## config.mk

```make
export PLATFORM = sky130hd
export DESIGN_NAME = seg7_scan_controller
export DESIGN_NICKNAME = d
export VERILOG_FILES = /design/src/rtl/seg7_pkg.sv /design/src/rtl/seg7_hex_decoder.sv /design/src/rtl/seg7_slot_timer.sv /design/src/rtl/seg7_scan_controller.sv
export SDC_FILE = /design/constraint.sdc
export NUM_CORES = 1
export LEC_CHECK = 0
export BUFFER_PORTS_ARGS = -buffer_cell sky130_fd_sc_hd__buf_2
export CORE_UTILIZATION = 57
export DETAILED_ROUTE_END_ITERATION = 7
export PLACE_DENSITY = 0.78
export SYNTH_ARGS = -nofsm -noshare
export SYNTH_HDL_FRONTEND = slang
export SYNTH_SLANG_ARGS = --single-unit
```

## constraint.sdc

```tcl
create_clock -name clk -period 2.55 [get_ports clk]
set_clock_uncertainty 0.1 [all_clocks]
set_input_delay 0 -clock clk [delete_from_list [all_inputs] [get_ports clk]]
set_output_delay 0 -clock clk [all_outputs]
set_load 0.02 [all_outputs]
```

## src/rtl/seg7_pkg.sv

```systemverilog
`default_nettype none
// ============================================================================
// Module      : seg7_pkg
// Description : Shared types and constants for the 7-segment scan controller.
//               scan_state_t  - slot phase (GAP = anodes off, DRIVE = digit on)
//               hex_digit_t   - one hex nibble
//               SEG_OFF       - active-low segment pattern with every segment dark
// Revision    : 1.0 - initial release
// ============================================================================
package seg7_pkg;

    typedef enum logic {
        GAP   = 1'b0,
        DRIVE = 1'b1
    } scan_state_t;

    typedef logic [3:0] hex_digit_t;

    localparam logic [6:0] SEG_OFF = 7'h7F;

endpackage
`default_nettype wire

```

## src/rtl/seg7_hex_decoder.sv

```systemverilog
`default_nettype none
// ============================================================================
// Module      : seg7_hex_decoder
// Description : Combinational hex-to-7-segment decoder, active-low outputs
//               ordered {g,f,e,d,c,b,a} (bit 0 = segment a).
// Ports       : i_hex  in  4  hex digit
//               o_seg  out 7  active-low segment pattern
// Revision    : 1.0 - initial release
// ============================================================================
module seg7_hex_decoder
    import seg7_pkg::*;
(
    input  hex_digit_t  i_hex,
    output logic [6:0]  o_seg
);

    always_comb begin
        o_seg = SEG_OFF;
        case (i_hex)
            4'h0: o_seg = 7'h40;
            4'h1: o_seg = 7'h79;
            4'h2: o_seg = 7'h24;
            4'h3: o_seg = 7'h30;
            4'h4: o_seg = 7'h19;
            4'h5: o_seg = 7'h12;
            4'h6: o_seg = 7'h02;
            4'h7: o_seg = 7'h78;
            4'h8: o_seg = 7'h00;
            4'h9: o_seg = 7'h10;
            4'hA: o_seg = 7'h08;
            4'hB: o_seg = 7'h03;
            4'hC: o_seg = 7'h46;
            4'hD: o_seg = 7'h21;
            4'hE: o_seg = 7'h06;
            4'hF: o_seg = 7'h0E;
            default: o_seg = SEG_OFF;
        endcase
    end

endmodule
`default_nettype wire

```

## src/rtl/seg7_slot_timer.sv

```systemverilog
`default_nettype none
// ============================================================================
// Module      : seg7_slot_timer
// Description : Per-digit slot sequencer. Each slot is GUARD cycles of GAP
//               (all anodes off) followed by TICK_DIV-GUARD cycles of DRIVE.
//               The digit index advances at the end of every DRIVE phase and
//               wraps to 0 after the last digit; o_wrap flags that edge.
// Ports       : clk      in  1      system clock
//               rst      in  1      synchronous active-high reset
//               o_state  out 1      current slot phase
//               o_idx    out IDX_W  digit currently being scanned
//               o_wrap   out 1      high in the final DRIVE cycle of the last
//                                   digit (the next edge starts a new frame)
// Revision    : 1.0 - initial release
// ============================================================================
module seg7_slot_timer
    import seg7_pkg::*;
#(
    parameter int NUM_DIGITS = 4,
    parameter int TICK_DIV   = 50000,
    parameter int GUARD      = 4,
    parameter int IDX_W      = (NUM_DIGITS > 1) ? $clog2(NUM_DIGITS) : 1
) (
    input  logic              clk,
    input  logic              rst,
    output scan_state_t       o_state,
    output logic [IDX_W-1:0]  o_idx,
    output logic              o_wrap
);

    // The counter restarts on each phase change, so it never exceeds
    // max(GUARD, TICK_DIV-GUARD) - 1 < TICK_DIV.
    localparam int CNT_W = (TICK_DIV > 1) ? $clog2(TICK_DIV) : 1;

    localparam logic [CNT_W-1:0] C_GAP_LAST   = CNT_W'(GUARD - 1);
    localparam logic [CNT_W-1:0] C_DRIVE_LAST = CNT_W'(TICK_DIV - GUARD - 1);
    localparam logic [IDX_W-1:0] C_IDX_LAST   = IDX_W'(NUM_DIGITS - 1);

    scan_state_t       r_state;
    scan_state_t       w_state_nxt;
    logic [CNT_W-1:0]  r_cnt;
    logic [CNT_W-1:0]  w_cnt_nxt;
    logic [IDX_W-1:0]  r_idx;
    logic [IDX_W-1:0]  w_idx_nxt;
    logic              w_wrap;

    always_ff @(posedge clk) begin
        if (rst) begin
            r_state <= GAP;
            r_cnt   <= '0;
            r_idx   <= '0;
        end else begin
            r_state <= w_state_nxt;
            r_cnt   <= w_cnt_nxt;
            r_idx   <= w_idx_nxt;
        end
    end

    always_comb begin
        w_state_nxt = r_state;
        w_cnt_nxt   = r_cnt + CNT_W'(1);
        w_idx_nxt   = r_idx;
        w_wrap      = 1'b0;
        case (r_state)
            GAP: begin
                if (r_cnt == C_GAP_LAST) begin
                    w_state_nxt = DRIVE;
                    w_cnt_nxt   = '0;
                end
            end
            DRIVE: begin
                if (r_cnt == C_DRIVE_LAST) begin
                    w_state_nxt = GAP;
                    w_cnt_nxt   = '0;
                    if (r_idx == C_IDX_LAST) begin
                        w_idx_nxt = '0;
                        w_wrap    = 1'b1;
                    end else begin
                        w_idx_nxt = r_idx + IDX_W'(1);
                    end
                end
            end
            default: begin
                w_state_nxt = GAP;
                w_cnt_nxt   = '0;
            end
        endcase
    end

    assign o_state = r_state;
    assign o_idx   = r_idx;
    assign o_wrap  = w_wrap;

endmodule
`default_nettype wire

```

## src/rtl/seg7_scan_controller.sv

```systemverilog
`default_nettype none
// ============================================================================
// Module      : seg7_scan_controller
// Description : Time-multiplexed hex display driver for NUM_DIGITS
//               common-anode digits. A loaded value waits in a shadow
//               register and is committed to the display register only at
//               the start of a frame, so a frame never mixes old and new
//               digits. One shared hex decoder feeds all digits.
// Ports       : clk          in  1             system clock
//               rst          in  1             synchronous active-high reset
//               load         in  1             capture value into shadow
//               value        in  4*NUM_DIGITS  nibble i -> digit i
//               blank        in  1             force display dark
//               anodes       out NUM_DIGITS    active-low digit enables
//               segments     out 7             active-low {g,f,e,d,c,b,a}
//               pending      out 1             shadow not yet committed
//               frame_start  out 1             pulse at each commit point
// Config      : LEADING_ZERO_BLANK_EN - when defined, digits above the most
//               significant non-zero nibble stay dark (digit 0 always shown).
// Revision    : 1.0 - initial release
// ============================================================================
module seg7_scan_controller
    import seg7_pkg::*;
#(
    parameter int NUM_DIGITS = 4,
    parameter int TICK_DIV   = 50000,
    parameter int GUARD      = 4
) (
    input  logic                     clk,
    input  logic                     rst,
    input  logic                     load,
    input  logic [4*NUM_DIGITS-1:0]  value,
    input  logic                     blank,
    output logic [NUM_DIGITS-1:0]    anodes,
    output logic [6:0]               segments,
    output logic                     pending,
    output logic                     frame_start
);

    localparam int IDX_W = (NUM_DIGITS > 1) ? $clog2(NUM_DIGITS) : 1;

    scan_state_t              w_state;
    logic [IDX_W-1:0]         w_idx;
    logic                     w_wrap;

    logic [4*NUM_DIGITS-1:0]  r_shadow;
    logic [4*NUM_DIGITS-1:0]  r_display;
    logic                     r_pending;
    logic                     r_frame_start;
    logic [NUM_DIGITS-1:0]    r_anodes;
    logic [6:0]               r_segments;

    hex_digit_t               w_nibble;
    logic [6:0]               w_seg_dec;
    logic                     w_lz_dark;
    logic [NUM_DIGITS-1:0]    w_anodes_nxt;
    logic [6:0]               w_segments_nxt;

    seg7_slot_timer #(
        .NUM_DIGITS (NUM_DIGITS),
        .TICK_DIV   (TICK_DIV),
        .GUARD      (GUARD),
        .IDX_W      (IDX_W)
    ) u_slot_timer (
        .clk     (clk),
        .rst     (rst),
        .o_state (w_state),
        .o_idx   (w_idx),
        .o_wrap  (w_wrap)
    );

    assign w_nibble = hex_digit_t'(r_display >> {w_idx, 2'b00});

    seg7_hex_decoder u_hex_decoder (
        .i_hex (w_nibble),
        .o_seg (w_seg_dec)
    );

    always_comb begin
        w_anodes_nxt   = '1;
        w_segments_nxt = SEG_OFF;
        w_lz_dark      = 1'b0;
`ifdef LEADING_ZERO_BLANK_EN
        // Shifting the current digit down to bit 0 leaves only the nibbles
        // at and above it; all-zero means this is a leading zero.
        w_lz_dark = (w_idx != '0) && ((r_display >> {w_idx, 2'b00}) == '0);
`endif
        if ((w_state == DRIVE) && !blank && !w_lz_dark) begin
            w_anodes_nxt   = ~(NUM_DIGITS'(1) << w_idx);
            w_segments_nxt = w_seg_dec;
        end
    end

    always_ff @(posedge clk) begin
        if (rst) begin
            r_shadow      <= '0;
            r_display     <= '0;
            r_pending     <= 1'b0;
            r_frame_start <= 1'b0;
            r_anodes      <= '1;
            r_segments    <= SEG_OFF;
        end else begin
            r_frame_start <= w_wrap;
            r_anodes      <= w_anodes_nxt;
            r_segments    <= w_segments_nxt;
            // The commit reads the shadow before a same-cycle load replaces
            // it, so a coincident load waits for the next frame.
            if (w_wrap && r_pending) begin
                r_display <= r_shadow;
            end
            if (load) begin
                r_shadow  <= value;
                r_pending <= 1'b1;
            end else if (w_wrap) begin
                r_pending <= 1'b0;
            end
        end
    end

    assign anodes      = r_anodes;
    assign segments    = r_segments;
    assign pending     = r_pending;
    assign frame_start = r_frame_start;

endmodule
`default_nettype wire

```

Yosys cells after proc, flatten, opt, wreduce, memory -nomap -nowiden:

Memory sizes are Yosys's and may differ from the RTL's. A register that Yosys moved wholly into a read port is not among the register bits.
Index checks and enable logic that the tools add are counted.

* memories kept: 1
* output and inout port bits: 13
* flip-flop bits (word level): 57
* bits in read-only memories: 112
* input port bits: 20

* bitwise gates (word level): 3
* shift-type cells: 2
* reduce and logical (&&, ||, !) cells: 6
* mux-type cells: 12
* equal/unequal tests: 3
* add/sub/neg operators: 2

Memory list
* (no name shown): depth 16, bits a word 7, read ports 1, clocked after memory_dff 1, wr ports 0, RTL line seg7_hex_decoder.sv:19 `case (i_hex)`

Operator list (count)
* $mux 16: 2
* $pmux 16 s2: 1
* $add 16x1->16 const B: 1
* $eq 16x16->1 const B: 1
* $eq 16x2->1 const B: 1
* $shr 16x4->4: 1
* $mux 1: 7
* $not 4->4: 1
* $shl 1x2->4 const A: 1
* $add 2x1->2 const B: 1
* $eq 2x2->1 const B: 1
* $logic_and 1x1->1: 2
* $mux 2: 1
* $not 1->1: 2
* $pmux 1 s2: 1
* $reduce_and 2->1: 1
* $reduce_bool 2->1: 1
* $reduce_or 2->1: 1
* $logic_not 1->1: 1

Depth between registers and ports, before layout:

Gate-level depths: netlist (run 1).

* word-level depth: 6
* depth in mapped cells: 7

By module:

A second synthesis (run 1) with hierarchy kept.

* cells, all modules: 294
* area, all modules: 2927.8 um2

By module, submodules not included
* seg7_scan_controller: area each 1751.7 um2, cells an instance 162, times used 1, sequential area each 900.9 um2
* seg7_slot_timer: area each 900.9 um2, cells an instance 100, times used 1, sequential area each 380.4 um2
* seg7_hex_decoder: area each 275.3 um2, cells an instance 32, times used 1, sequential area each 0.0 um2

Worst setup path before layout (run 1):

Ideal clock, no wire load.

* path type: register -> register
* from: register u_slot_timer.r_idx[0], in the netlist u_slot_timer.o_idx[0]
* to: register r_segments[1], in the netlist segments[1]
* path buffers: 1
* stages on the path, launching flop included: 7
* clock period less this slack: 1971 ps
* data arrival time: 1727 ps
* setup slack: 579 ps
* cells stage by stage: dfxtp_1 > buf_2 > mux4_2 > inv_1 > ha_1 > o21ai_0 > o221ai_1

* longest elaborated chain between the ends: 1

RTL lines
* start, declared: RTL line seg7_slot_timer.sv:43 `logic [IDX_W-1:0] r_idx;`
* start signal, assigned: RTL line seg7_slot_timer.sv:55 `r_idx <= w_idx_nxt;`
* $shr 16x4->4: RTL line seg7_scan_controller.sv:72 `assign w_nibble = hex_digit_t'(r_display >> {w_idx, 2'b00});`
* end, declared: RTL line seg7_scan_controller.sv:51 `logic [6:0] r_segments;`

Every way passes these cells.
A chain may end at the register's enable or synchronous reset.

Final worst setup path (run 1):

* from: register u_slot_timer.r_cnt[0]
* to: register u_slot_timer.r_cnt[9]

* longest elaborated chain between the ends: 3

RTL lines
* start, declared: RTL line seg7_slot_timer.sv:41 `logic [CNT_W-1:0] r_cnt;`
* start signal, assigned: RTL line seg7_slot_timer.sv:54 `r_cnt <= w_cnt_nxt;`
* $add 16x1->16, or another cell as far along: RTL line seg7_slot_timer.sv:61 `w_cnt_nxt = r_cnt + CNT_W'(1);`
* $mux 16 (on tied branches): RTL line seg7_slot_timer.sv:72, seg7_slot_timer.sv:66
* $pmux 16 s2 *: RTL line seg7_slot_timer.sv:64 `case (r_state)`

Every way passes the cells marked *; elsewhere a longest branch is shown, timed or not.

==> results.ini, run 1 <==
[status]
outcome = complete, no violations

[routing]
ant_nets = 0
viasPerCell = 5.624
routed-via-count = 2351
drc_errors = 0
wl_um = 5979
wl_per_cell_um = 14.30
drt_iter0_drc = 123
first_pass_iters = 4

[floorplanning]
chipHeight_um = 72.67
die_width_um = 72.67
initial_core_util_pct = 59.87
pin_count = 33
num_rows = 25
die_area_um2 = 5280
core_um2 = 4755

[cells_and_area]
fin_nets = 377
area_growth_pct = 20.18
n_antenna_cell = 0
final_util_pct = 71.95
nFillCells = 382
layout-drive-gt1-share_pct = 18.23

[sta]
period_needed_ns = 2.255
fmax_ghz = 0.4435
hold_viol = 0
timing.hold.ws_ns = 0.1004
tightest_slew_ns = 0.7148
finalSetupViolCount = 0
slew_headroom_pct = 52.07
rsz0062_at_grt = no
setup_tns_ns = 0
drv_slew = 0
period_share_pct = 88.42

[critical_path]
cp_slowest_stage_delay_ns = 0.67
r2r_cells = 5
crit_required_ns = 2.65
critPathSlowestCell = o2bb2ai_2
worstSetupStartpointType = register
cp_num_cells = 5
timing.rr.start = u_slot_timer.r_cnt[0]
cp-startpoint = u_slot_timer.r_cnt[0]
critPathBufInv = 0
timing.rr.end = u_slot_timer.r_cnt[9]
crit_arrival_ns = 2.35
reg2reg_slack_ns = 0.30
cp_top_family = compound AO/OA/AOI/OAI gates
cp_cell_sequence = ha_1 > nor3b_1 > nand4_1 > o2bb2ai_2 > nor3_1
setup.worst_path.class = reg -> reg
cp-end-kind = register
crit_end = u_slot_timer.r_cnt[9]
crit_path_max_fanout = 16

[yosys]
syn_area_per_cell_um2 = 9.488
synth_area_um2 = 2846
synth-seq-cells = 64
yosysSeqAreaShare_pct = 45.01
syn_inst = 300
synth_nets = 331
yosys.area.top_type = dfxtp_1
synth.area.top_cells = dfxtp_1, mux2i_1, ha_1
ys.flop_type = dfxtp_1
synth_edf_count = 0
synthDistinctLibCells = 47
yosys_warnings = 0
async_flop_share_pct = 0
synth_top_area_share_pct = 45.01

[power]
peakVddDrop_mv = 0.4980
switching_share_pct = 23.16
netSwitchingPower_uw = 471.7
power_uw = 2037
p_int_uw = 1565
pwr-share-seq_pct = 51.2
power.leakage_uw = 0.001237
clock_power_share_pct = 42.4
pwr-share-comb_pct = 6.4
power.density_nw_per_um2 = 595.5

[placement]
place.gp.congestion = 0.8272
io_buffers = 32
dp_hpwl_um = 3739

[clock_tree]
cts_setup_buffers = 0
cts_tree = yes
htreeDepth = 3
clock-sinks = 64
cts_root_buffer = clkbuf_8
clk_latency_ns = 0.35
path_clk_slew_ns = 0.07
numCtsBuffers = 9
clockBufferDepth = 2

[global_routing]
antenna_found_initial = 0
grt_first_pass_wirelength_um = 9929
grt_usage_pct = 24.89
grt_overflow = 0
grt_pass1_vias = 2170
grt_max_degree = 37

[run]
drv_cap = 0

[worst_hold_path]
hold_path.class = in -> reg

## power groups by stage
stage / Combinational [uW] / Sequential [uW] / Clock [uW]
finish: 130 / 1040 / 864
floorplan: 74.0 / 1070 / 0
global route: 143 / 1040 / 929
CTS: 129 / 1040 / 885
detailed placement: 108 / 1070 / 0
global placement: 104 / 1060 / 0
## sequential cells by signal, indices dropped and copies added, names as in the netlist
register and flops:
anodes 4, frame_start 1, pending 1, r_display 16, r_shadow 16, segments 7, u_slot_timer.o_idx 2, u_slot_timer.o_state 1
u_slot_timer.r_cnt 16
## cells in the final DEF (no fill, tap or decap), types with 4 or more instances in the layout
master	instances
dfxtp_1	64
buf_2	32
a21oi_1	21
nor2_1	20
nand4_1	19
o21ai_0	19
nor3_1	18
dlygate4sd3_1	18
mux2i_1	17
inv_1	11
nand2_1	11
ha_1	11
clkbuf_8	10
xnor2_1	9
nand3_1	7
buf_4	6
o221ai_1	5
mux4_2	4
nor4_1	4
## per-layer routing
metal | part of all wire, % | routed length [um] | global-route usage [%]
met5 | 0 | 0 | 0
met4 | 1.1 | 65 | 7.190
met3 | 3.6 | 213 | 8.702
met2 | 48 | 2865 | 42.16
met1 | 47 | 2833 | 29.86
## kinds of logic (layout without fill, tap and decap cells)
logic type / count (synthesis) / after routing / share of synthesized area (%)
mux: 21 / 21 / 9.143
flops: 64 / 64 / 45.01
fa+ha+maj: 11 / 11 / 4.835
buf+inv: 32 / 83 / 4.703
simple gates: 103 / 103 / 20.40
xor+xnor: 12 / 12 / 3.693
compound gates: 57 / 57 / 12.22
## cell usage after synthesis, types with 2 or more instances
cell / n
a21oi_1: 21
and3_1: 3
and4_1: 2
buf_2: 8
clkbuf_1: 11
dfxtp_1: 64
ha_1: 11
inv_1: 11
mux2i_1: 17
mux4_2: 4
nand2_1: 11
nand2b_1: 3
nand3_1: 7
nand4_1: 19
nor2_1: 20
nor3_1: 18
nor3b_1: 3
nor4_1: 4
o21ai_0: 19
o221ai_1: 5
or4_1: 3
xnor2_1: 9
xor2_1: 3
## worst register-to-register path, delay by kind of cell, from the launching register on
| family | cells | cell delay, ns |
|---|---|---|
| AOI/OAI and AO/OA | 1 | 0.67 |
| and+or+nand+nor | 3 | 0.66 |
| DFF | 1 | 0.39 |
| adders and majority gates | 1 | 0.28 |
## stage by stage
stage	std cells	area, um2	setup WS, ns
after floorplan	300	2846	0.5788
after global placement	384	3043	0.4125
after detailed placement	384	3043	0.3175
after CTS	418	3421	0.2994
after global routing	418	3421	0.01118
final	418	3421	0.2952
## cell type report
type | instances | area [um2] | share of cell area [%]
flip-flops and latches | 64 | 1281 | 37.45
clock inverters | 5 | 56.30 | 1.646
repair buffers | 56 | 385.4 | 11.27
well taps | 67 | 83.83 | 2.451
inverters | 11 | 41.29 | 1.207
multi-input cells | 204 | 1431 | 41.84
clock buffers | 11 | 141.4 | 4.133
## worst min-delay path by stage
stage / from / endpoint / cells past startpoint
floorplan: value[0] / r_shadow[0] / 2
finish: load / r_shadow[3] / 3
detailed placement: value[6] / r_shadow[6] / 3
CTS: load / r_shadow[6] / 3
global route: load / r_shadow[1] / 3
global placement: value[9] / r_shadow[9] / 3
## what timing repair did
item                      CTS  global route
resized for setup           0             0
hold endpoints to repair   39             0
hold buffers               18             0
Power figures use the tool's default switching activity.
==> run 2, diff against run 1 <==
--- a/config.mk
+++ b/config.mk
@@ -5,7 +5,7 @@
 export SDC_FILE = /design/constraint.sdc
 export NUM_CORES = 1
 export LEC_CHECK = 0
-export BUFFER_PORTS_ARGS = -buffer_cell sky130_fd_sc_hd__buf_2
+export BUFFER_PORTS_ARGS = -buffer_cell sky130_fd_sc_hd__clkbuf_2
 export CORE_UTILIZATION = 57
 export DETAILED_ROUTE_END_ITERATION = 7
 export PLACE_DENSITY = 0.78
==> run 2 against run 1 <==
Flip-flop and latch count did not move. Final cell count shrank 0.24%. Critical endpoint is now u_slot_timer.r_cnt[3]. Utilization down 1.1 points. Critical path depth unchanged. Clock-buffer cell count grew 3. Die area is the same. Non-clock buffer count is the same. Highest routed layer unchanged. Critical path type unchanged.
==> results.ini, run 2 (synthesis results as in run 1) <==
[routing]
drt_iter0_drc = 186  ; +51%
viasPerCell = 5.561  ; -1.1%
wl_per_cell_um = 14.18  ; -0.83%
routed-via-count = 2319  ; -1.4%
ant_nets = 0  ; unchanged
drc_errors = 0  ; unchanged
wl_um = 5915  ; -1.1%
first_pass_iters = 4  ; unchanged

[critical_path]
cp_cell_sequence = ha_1 > nor3b_1 > nand4_1 > o2bb2ai_2 > nor3_1
crit_required_ns = 2.64  ; about the same
worstSetupStartpointType = register
cp_top_family = compound AO/OA/AOI/OAI gates
setup.worst_path.class = reg -> reg
critPathSlowestCell = o2bb2ai_2
cp_slowest_stage_delay_ns = 0.66  ; about the same
crit_path_max_fanout = 16  ; unchanged
crit_arrival_ns = 2.31  ; -0.04 ns
critPathBufInv = 0  ; unchanged
cp-end-kind = register

[clock_tree]
clockBufferDepth = 2  ; unchanged
htreeDepth = 3  ; unchanged
cts_tree = yes
clk_latency_ns = 0.34  ; about the same
clock-sinks = 64  ; unchanged
cts_root_buffer = clkbuf_8
numCtsBuffers = 9  ; unchanged
path_clk_slew_ns = 0.07  ; about the same
cts_setup_buffers = 0  ; unchanged

[global_routing]
grt_usage_pct = 24.30  ; -0.59 points
grt_first_pass_wirelength_um = 9763  ; -1.7%
grt_overflow = 0  ; unchanged
antenna_found_initial = 0  ; unchanged
grt_max_degree = 54  ; +46%
grt_pass1_vias = 2216  ; +2.1%

[cells_and_area]
layout-drive-gt1-share_pct = 16.86  ; -1.4 points
nFillCells = 390  ; +2.1%
final_cell_mix = dfxtp_1, clkbuf_2, a21oi_1, nor2_1
final_common_cell = dfxtp_1
finalInstanceArea_um2 = 3371  ; -1.5%
regArea_um2 = 1281  ; unchanged
reg_top3 = r_display x16, r_shadow x16, u_slot_timer.r_cnt x16
multi_input_area_um2 = 1431  ; unchanged
area_growth_pct = 18.42
fin_nets = 377  ; unchanged
n_antenna_cell = 0  ; unchanged

[power]
power.density_nw_per_um2 = 556.5  ; -6.5%
power.leakage_uw = 0.001233  ; -0.31%
peakVddDrop_mv = 0.5116  ; +2.7%

[worst_hold_path]
hold_path.class = in -> reg

[floorplanning]
initial_core_util_pct = 59.87  ; unchanged
chipHeight_um = 72.67  ; unchanged
num_rows = 25  ; unchanged
core_um2 = 4755  ; unchanged
die_area_um2 = 5280  ; unchanged
pin_count = 33  ; unchanged
die_width_um = 72.67  ; unchanged

[sta]
drv_slew = 0  ; unchanged
rsz0062_at_grt = no
finalSetupViolCount = 0  ; unchanged
fmax_ghz = 0.4503  ; +1.5%
slew_headroom_pct = 52.92  ; +0.85 points
period_needed_ns = 2.221  ; -0.03387 ns
period_share_pct = 87.10  ; -1.3 points
tightest_slew_ns = 0.7020  ; -0.01274 ns
setup_tns_ns = 0  ; unchanged
hold_viol = 0  ; unchanged

[status]
outcome = complete, no violations

[placement]
io_buffers = 32  ; unchanged
dpl_cell_area_um2 = 3043  ; unchanged
place.gp.congestion = 0.8162  ; -1.3%
dp_hpwl_um = 3751  ; +0.33%

[run]
drv_cap = 0  ; unchanged

[run 2: stage by stage]
stage                     std cells  hold slack (ns)  total power, uW  utilization [%]  setup WS (ns)
after floorplan                 300          0.04715             1140                -         0.5788
after global placement          384           0.1342             1169            64.00         0.4135
after detailed placement        384           0.1426             1173            64.00         0.3422
after CTS                       417           0.1311             1883            70.89         0.3349
after global routing            417           0.1623             1938            70.89        0.06884
final                           417           0.1351             1876            70.89         0.3290
[run 2: worst register-to-register path, delay by kind of cell (launching register included)]
kind / cells / cell delay, ns
AO/OA/AOI/OAI: 1 / 0.66
flip-flops: 1 / 0.39
AND/OR/NAND/NOR: 3 / 0.65
adder cells (fa/ha/maj): 1 / 0.28
[run 2: final cells by class]
| class | instances | share of cell area, % |
|---|---|---|
| clock inverters | 1 | 0.1485 |
| flip-flops and latches | 64 | 38.01 |
| well taps | 67 | 2.487 |
| multi-input cells | 204 | 42.46 |
| inverters | 11 | 1.225 |
| repair buffers | 56 | 11.43 |
| clock buffers | 14 | 4.232 |
[run 2: path summary, 6_finish.rpt]
| check | start | end | slack, ns | depth (start not counted) |
|---|---|---|---|---|
| worst max-delay path | u_slot_timer.r_cnt[0] | u_slot_timer.r_cnt[3] | 0.33 | 5 |
| worst min-delay path | rst | r_shadow[7] | 0.14 | 3 |
| worst max register to register | u_slot_timer.r_cnt[0] | u_slot_timer.r_cnt[3] | 0.33 | 5 |
| worst min register to register | r_shadow[1] | r_display[1] | 0.37 | 2 |
[run 2: routing by layer]
metal  global-route usage, %  up-vias  wire (um)
li1                        -     1181          -
met4                   13.73        0        114
met1                   28.71     1082       2716
met3                   4.834       11        180
met2                   41.23       45       2903
met5                       0        -          0
[run 2: what timing repair did]
item	4_1_cts	5_1_grt
resized for setup	0	0
endpoints found under the setup margin	0	0
endpoints found under the hold margin	26	0
hold buffers	18	0
[run 2: report_power, final]
part	total, uW	internal [uW]	switching, uW	leakage (uW)
clock network	704	348	356	0.0000745
registers	1040	1030	19.0	0.000520
logic	128	63.6	64.3	0.000639
total	1880	1440	439	0.00123
